<file path="src/rtl/cpu_ctrl_pkg.sv">
// Shared CPU control definitions: sequencer states, phase encodings and the
// opcodes that the alu and memory stages also decode.
package cpu_ctrl_pkg;

    typedef enum logic [2:0] {
        IDLE,
        FETCH,
        EXEC,
        MEM,
        WB,
        HALT
    } state_t;

    localparam logic [3:0] T_NONE  = 4'b0000;
    localparam logic [3:0] T_FETCH = 4'b0001;
    localparam logic [3:0] T_EXEC  = 4'b0010;
    localparam logic [3:0] T_MEM   = 4'b0100;
    localparam logic [3:0] T_WB    = 4'b1000;

    localparam logic [5:0] OP_LW   = 6'b100011;
    localparam logic [5:0] OP_SW   = 6'b101011;
    localparam logic [5:0] OP_HALT = 6'b111111;

    function automatic logic uses_mem(input logic [5:0] op);
        return (op == OP_LW) || (op == OP_SW);
    endfunction

    // IDLE and HALT both present an all-zero phase vector to the datapath.
    function automatic logic [3:0] phase_of(input state_t s);
        case (s)
            FETCH:   return T_FETCH;
            EXEC:    return T_EXEC;
            MEM:     return T_MEM;
            WB:      return T_WB;
            default: return T_NONE;
        endcase
    endfunction

endpackage

</file>
<file path="src/rtl/phase_ctrl_if.sv">
// Control/status bundle between the phase sequencer and the rest of the CPU.
interface phase_ctrl_if #(
    parameter int CNT_W = 32
);
    logic             run;
    logic             step;
    logic [5:0]       op;
    logic             mem_ready;
    logic [3:0]       t;
    logic             busy;
    logic             halted;
    logic             mem_err;
    logic [CNT_W-1:0] instr_count;

    modport master (
        output run, step, op, mem_ready,
        input  t, busy, halted, mem_err, instr_count
    );

    modport slave (
        input  run, step, op, mem_ready,
        output t, busy, halted, mem_err, instr_count
    );
endinterface

</file>
<file path="src/rtl/mem_wait_timer.sv">
// Memory-phase wait counter; expired rises once MEM_TIMEOUT wait cycles have
// elapsed without the memory answering.
module mem_wait_timer #(
    parameter int TMO_W       = 4,
    parameter int MEM_TIMEOUT = 15
) (
    input  logic clk,
    input  logic rst,
    input  logic clear,
    input  logic enable,
    output logic expired
);
    logic [TMO_W-1:0] count;

    // Saturates at the timeout value so a stalled sequencer never wraps it.
    always_ff @(posedge clk) begin
        if (rst || clear) begin
            count <= '0;
        end else if (enable && !expired) begin
            count <= count + 1'b1;
        end
    end

    assign expired = (count == TMO_W'(MEM_TIMEOUT));
endmodule

</file>
<file path="src/rtl/phase_ctrl.sv">
// Instruction-phase sequencer: drives the one-hot fetch/execute/memory/write-back
// vector with run/single-step control, memory wait timeout and HALT.
module phase_ctrl
    import cpu_ctrl_pkg::*;
#(
    parameter int TMO_W       = 4,
    parameter int MEM_TIMEOUT = 15,
    parameter int CNT_W       = 32
) (
    input  logic        clk,
    input  logic        rst,
    phase_ctrl_if.slave bus
);
    state_t           state;
    state_t           state_next;
    logic             single;
    logic             single_next;
    logic             mem_err;
    logic             mem_err_next;
    logic [CNT_W-1:0] count;
    logic [CNT_W-1:0] count_next;
    logic             tmr_clear;
    logic             tmr_enable;
    logic             tmr_expired;

    mem_wait_timer #(
        .TMO_W       (TMO_W),
        .MEM_TIMEOUT (MEM_TIMEOUT)
    ) u_timer (
        .clk     (clk),
        .rst     (rst),
        .clear   (tmr_clear),
        .enable  (tmr_enable),
        .expired (tmr_expired)
    );

    always_ff @(posedge clk) begin
        if (rst) begin
            state   <= IDLE;
            single  <= 1'b0;
            mem_err <= 1'b0;
            count   <= '0;
        end else begin
            state   <= state_next;
            single  <= single_next;
            mem_err <= mem_err_next;
            count   <= count_next;
        end
    end

    always_comb begin
        state_next   = state;
        single_next  = single;
        mem_err_next = mem_err;
        count_next   = count;
        tmr_clear    = 1'b0;
        tmr_enable   = 1'b0;

        case (state)
            IDLE: begin
                if (bus.run) begin
                    state_next  = FETCH;
                    single_next = 1'b0;
                end else if (bus.step) begin
                    state_next  = FETCH;
                    single_next = 1'b1;
                end
            end
            FETCH: state_next = EXEC;
            EXEC: begin
                if (bus.op == OP_HALT) begin
                    state_next = HALT;
                end else if (uses_mem(bus.op)) begin
                    state_next = MEM;
                    tmr_clear  = 1'b1;
                end else begin
                    state_next = WB;
                end
            end
            // A ready arriving in the timeout cycle still completes the access.
            MEM: begin
                if (bus.mem_ready) begin
                    state_next = WB;
                end else if (tmr_expired) begin
                    state_next   = HALT;
                    mem_err_next = 1'b1;
                end else begin
                    tmr_enable = 1'b1;
                end
            end
            WB: begin
                count_next  = count + 1'b1;
                single_next = 1'b0;
                state_next  = (bus.run && !single) ? FETCH : IDLE;
            end
            HALT:    state_next = HALT;
            default: state_next = IDLE;
        endcase
    end

    assign bus.t           = phase_of(state);
    assign bus.busy        = |phase_of(state);
    assign bus.halted      = (state == HALT);
    assign bus.mem_err     = mem_err;
    assign bus.instr_count = count;
endmodule

</file>
<file path="src/flat_wrapper.sv">
// flat-port wrapper written by rule: the top's interface ports become plain ports
module phase_ctrl_flat import cpu_ctrl_pkg::*;
#(
    parameter int TMO_W       = 4,
    parameter int MEM_TIMEOUT = 15,
    parameter int CNT_W       = 32
)
  (clk, rst, bus_run, bus_step, bus_op, bus_mem_ready, bus_t, bus_busy, bus_halted, bus_mem_err, bus_instr_count);
  phase_ctrl_if #(.CNT_W(CNT_W)) bus_i ();
  input  logic clk;
  input  logic rst;
  input wire logic [$bits(bus_i.run)-1:0] bus_run;
  input wire logic [$bits(bus_i.step)-1:0] bus_step;
  input wire logic [$bits(bus_i.op)-1:0] bus_op;
  input wire logic [$bits(bus_i.mem_ready)-1:0] bus_mem_ready;
  output wire logic [$bits(bus_i.t)-1:0] bus_t;
  output wire logic [$bits(bus_i.busy)-1:0] bus_busy;
  output wire logic [$bits(bus_i.halted)-1:0] bus_halted;
  output wire logic [$bits(bus_i.mem_err)-1:0] bus_mem_err;
  output wire logic [$bits(bus_i.instr_count)-1:0] bus_instr_count;
  assign bus_i.run = bus_run;
  assign bus_i.step = bus_step;
  assign bus_i.op = bus_op;
  assign bus_i.mem_ready = bus_mem_ready;
  assign bus_t = bus_i.t;
  assign bus_busy = bus_i.busy;
  assign bus_halted = bus_i.halted;
  assign bus_mem_err = bus_i.mem_err;
  assign bus_instr_count = bus_i.instr_count;
  phase_ctrl #(.TMO_W(TMO_W), .MEM_TIMEOUT(MEM_TIMEOUT), .CNT_W(CNT_W)) u_core (.clk(clk), .rst(rst), .bus(bus_i));
endmodule
</file>
<file path="config.mk">
export PLATFORM = sky130hd
export DESIGN_NAME = phase_ctrl_flat
export DESIGN_NICKNAME = d
export VERILOG_FILES = /design/src/rtl/cpu_ctrl_pkg.sv /design/src/rtl/phase_ctrl_if.sv /design/src/rtl/mem_wait_timer.sv /design/src/rtl/phase_ctrl.sv /design/src/flat_wrapper.sv
export SDC_FILE = /design/constraint.sdc
export NUM_CORES = 1
export LEC_CHECK = 0
export ABC_CLOCK_PERIOD_IN_PS = 1800
export BUFFER_PORTS_ARGS = -buffer_cell sky130_fd_sc_hd__buf_2
export CORE_ASPECT_RATIO = 1.25
export CORE_UTILIZATION = 48
export DETAILED_ROUTE_END_ITERATION = 8
export PLACE_DENSITY = 0.77
export SLEW_MARGIN = 40
export SYNTH_ARGS = -nofsm -noshare
export SYNTH_HDL_FRONTEND = slang
export SYNTH_SLANG_ARGS = --single-unit
</file>
<file path="constraint.sdc">
create_clock -name clk -period 1.8 [get_ports clk]
set_input_delay 0.36 -clock clk [delete_from_list [all_inputs] [get_ports clk]]
set_output_delay 0.36 -clock clk [all_outputs]
set_load 0.01 [all_outputs]
</file>
# Word level (Yosys, flattened, before mapping)
# Index checks and enable logic that the tools add are counted.
# word_totals
reg_bits	41
output_inout_bits	39
# op_classes
n_addsub	2
eq_ne	11
muxes	18
bitwise	1
n_reduce_logical	12
# op_table
operator	n
$add 32x1->32 const B	1
$eq 6x6->1 const B	3
$mux 3	6
$pmux 3 s6	1
$pmux 4 s4	1
$mux 1	9
$eq 3x2->1 const B	2
$eq 3x3->1 const B	2
$ne 3x3->1 const B	2
$add 4x1->4 const B	1
$eq 4x4->1 const B	1
$reduce_and 2->1	2
$reduce_or 4->1	1
$eq 3x1->1 const B	1
$logic_not 3->1	1
$reduce_and 3->1	1
$logic_and 1x1->1	2
$logic_not 1->1	2
$logic_or 1x1->1	2
$pmux 1 s2	1
$reduce_bool 2->1	1
$not 1->1	1

# Depth between registers and ports, before layout
# logic_depth
depth_word	6
ltp_mapped	7

# Modules after synthesis
# Synthesis repeated with hierarchy kept, for this count alone.
# hier_totals
cells_unflattened	240
hier_area_um2	2015.7
# by_module_without_submodules
module	n_inst	cells_each	area_each_um2	seq_area_each_um2
phase_ctrl	1	218	1804.2	740.7
mem_wait_timer	1	22	211.5	80.1

# Worst setup path before layout
# No wires, ideal clock.
# synth_timing
path_kind	register to register
from	reg u_core.count[0], in the netlist u_core.bus.instr_count[0]
to	reg u_core.count[22], in the netlist u_core.bus.instr_count[22]
setup_ns	0.121
t_arrival_ns	1.768
t_required_ns	1.679
path_slack_ns	-0.089
stages_incl_launch_ff	8
n_path_buf	2
cell_sequence	dfxtp_1 -> ha_1 -> and2_1 -> clkbuf_1 -> nand3_2 -> buf_6 -> nor4_1 -> mux2_2
# synth_between
elab_chain_cells	1
# synth_lines
item	line	source
from (decl)	phase_ctrl.sv:20	logic [CNT_W-1:0] count;
from (signal assigned)	phase_ctrl.sv:47	count <= count_next;
$add 32x1->32	phase_ctrl.sv:92	count_next = count + 1'b1;
# Every way passes these cells.
# A chain may end at the register's enable or synchronous reset.

# Final worst setup path
# layout_timing
from	reg u_core.state[1]
to	reg u_core.count[22], in the netlist u_core.bus.instr_count[22]
# layout_between
elab_chain_cells	1
# layout_lines
item	line	source
from (decl)	phase_ctrl.sv:14	state_t state;
from (signal assigned)	phase_ctrl.sv:44	state <= state_next;
$eq 3x3->1	phase_ctrl.sv:59	case (state)
# Every way passes these cells.

==> impl_metrics.yaml <==
outcome:
  status: "complete, no violations"
drt:
  drc: 0
  routed_wl_um: 5070
  vias_per_cell: 5.66
  ant_nets: 0
  firstDrtPassIters: 4
  routed-via-count: 2138
  drtIter0Drc: 96
  wl_per_cell_um: 13.4
power:
  totalPowerFinal_uw: 1830
  p_sw_share_pct: 22.9
  switchingPower_uw: 420
  p_leak_uw: 0.00121
  combPwrFrac_pct: 10.3
  peakVddDrop_v: 0.000567
  p_int_uw: 1410
  p_seq_share_pct: 50.6
  clkPwrFrac_pct: 39.1
  pwr_density_cell_nw_per_um2: 666
timing:
  skew_ps: 6.69
  max_freq_mhz: 583
  max-slew-margin-rel_pct: 70.6
  fin_crit_ps: 1720
  worst_slew_pin_slew_ps: 441
  drv_slew: 0
  post-route-period-util_pct: 95.3
  setup_viol_count_final: 0
  finalHoldViolCount: 0
  rsz0062_at_grt: "false"
  layout_setup_ws_ps: 84.7
  tns_ps: 0
yosys:
  ys_seq_elements: 41
  synth_edf_count: 0
  ys_warn_count: 0
  yosysMostFrequentCell: "dfxtp_1"
  ys_async_sr_fraction_pct: 0
  synth.distinct_cells: 41
  synth_cells: 244
  synth_area_um2: 2100
  synth.largest_area_cell: "dfxtp_1"
  synth_top_flop_cell: "dfxtp_1"
  synth.avg_cell_area_um2: 8.61
  netlist_top_cells_area: "dfxtp_1 (39%), a21oi_1 (5.0%), xor2_1 (5.0%)"
  synth_commonest_cells: "dfxtp_1 (41), nor2_1 (25), a21oi_1 (21), nand3_1 (14)"
  synth_seq_area_share_pct: 39.0
  synth_nets: 257
  synth_top_area_share_pct: 39.0
clock_tree:
  worstSkewPairLatency_ps: 300
  h-tree-depth: 2
  cts_sinks: 41
  post_cts_resized: 0
  hold_buffers: 0
  clk_pin_slew_ps: 80
  clockBufferDepth: 2
  cts_tree: "yes"
  numCtsBuffers: 5
  cts_root_buf: "clkbuf_8"
  post_cts_buffers: 0
global_route:
  grt_max_degree: 25
  antenna_found_initial: 0
  grt.overflow.total: 0
  grt_first_pass_wirelength_um: 8370
  track_usage_pct: 23.7
  grt_pass1_vias: 1986
placed_design:
  dp_hpwl_um: 3840
  portBuffers: 49
  pre_cts_ws_ps: 28.4
  gp_congestion: 0.818
worst_setup_path:
  start_kind: "register"
  worstSetupEndpointType: "register"
  slowest_stage: "and4bb_2"
  crit_type: "reg -> reg"
  arrival_ps: 1910
  crit_path_max_incr_delay_ps: 370
  required_ps: 1990
  worstPathMaxFanout: 11
  path_cells: "and4bb_2, nand3_2, nor4_1, mux2_2"
floorplanning:
  ios: 50
  die_w_um: 61.2
  initial_core_util_pct: 50.9
  die_h_um: 76.0
  core_area_um2: 4130
  fp.dieArea_um2: 4650
  num_rows: 26
final_layout:
  utilization_pct: 66.7
  fin_nets: 335
  area_growth_pct: 31.0
  num_antenna_cells: 0
  drive_gt1_share_pct: 35.4
worst_hold_path:
  hold_path_class: "in -> reg"
flow_run:
  timing.max_cap.violations: 0
==> worst max-delay path, delay by kind of cell, from the launching register on <==
family	cells	cell delay (ps)
muxes	1	370
DFF	1	310
and+or+nand+nor	3	940
==> sequential cells by signal (all words and copies together) (netlist names) <==
signal,count
u_core.state,3
u_core.bus.instr_count,32
u_core.bus.mem_err,1
u_core.u_timer.count,4
u_core.single,1
==> logic make-up (layout without fill, tap and decap cells) <==
| kind of cell | after synthesis | after routing | synth area share (%) |
|---|---|---|---|
| buffers and inverters | 17 | 95 | 4.34 |
| AOI/OAI and AO/OA | 42 | 42 | 12.4 |
| adders and majority gates | 2 | 2 | 1.19 |
| DFF | 41 | 41 | 39.0 |
| and+or+nand+nor | 121 | 121 | 33.5 |
| xor gates and xnor gates | 14 | 14 | 5.83 |
| muxes | 7 | 7 | 3.69 |
==> metrics by stage <==
step | instances | area [um^2] | hold slack (ps)
finish | 378 | 2750 | 357
global route | 378 | 2750 | 366
CTS | 378 | 2740 | 357
detailed placement | 371 | 2630 | 469
global placement | 371 | 2630 | 461
floorplan | 244 | 2110 | 449
==> area by class of cell <==
| cell class | count | area (um^2) |
|---|---|---|
| clock inverters | 2 | 35.0 |
| flip-flops and latches | 41 | 825 |
| fillers | 375 | 1380 |
| clock buffers | 5 | 68.8 |
| inverters | 1 | 3.75 |
| multi-input cells | 186 | 1210 |
| repair buffers | 87 | 543 |
| well taps | 56 | 70.1 |
==> cells in the final DEF (no fill, tap or decap), drive strengths merged, types with 2 or more instances in the layout <==
master,count
buf,87
dfxtp,41
nor2,25
a21oi,21
nand3,16
nand2,12
xor2,12
nand4,12
o31ai,11
or4,11
nor2b,8
and3,7
mux2,6
and2,6
clkbuf,5
nor4,5
o21ai,4
and4,4
nor3,3
nor3b,2
nand2b,2
xnor2,2
and4b,2
o31a,2
or3,2
ha,2
==> path summary, 6_finish.rpt <==
kind | cells past startpoint | to | from | slack, ps
setup reg to reg | 4 | u_core.bus.instr_count[22]$_SDFFE_PP0P_ | u_core.state[1]$_SDFFE_PP0P_ | 80
setup / recovery | 4 | u_core.bus.instr_count[22]$_SDFFE_PP0P_ | u_core.state[1]$_SDFFE_PP0P_ | 80
hold / removal | 3 | u_core.single$_SDFFE_PP0P_ | bus_run | 360
hold reg to reg | 2 | u_core.bus.mem_err$_SDFFE_PP0P_ | u_core.bus.mem_err$_SDFFE_PP0P_ | 480
==> power by group through the flow <==
stage / clock, uW / sequential [uW] / combinational, uW
after floorplan: 0 / 953 / 115
after global placement: 0 / 949 / 183
after detailed placement: 0 / 949 / 187
after CTS: 732 / 928 / 188
after global routing: 768 / 930 / 210
final: 718 / 928 / 189
==> layer usage <==
metal	GRT usage, %	part of all wire [%]
met1	25.2	41
met2	42.9	53
met3	5.94	4.9
met4	7.95	1.5
met5	0	0
(Power assumes the default switching activity.)
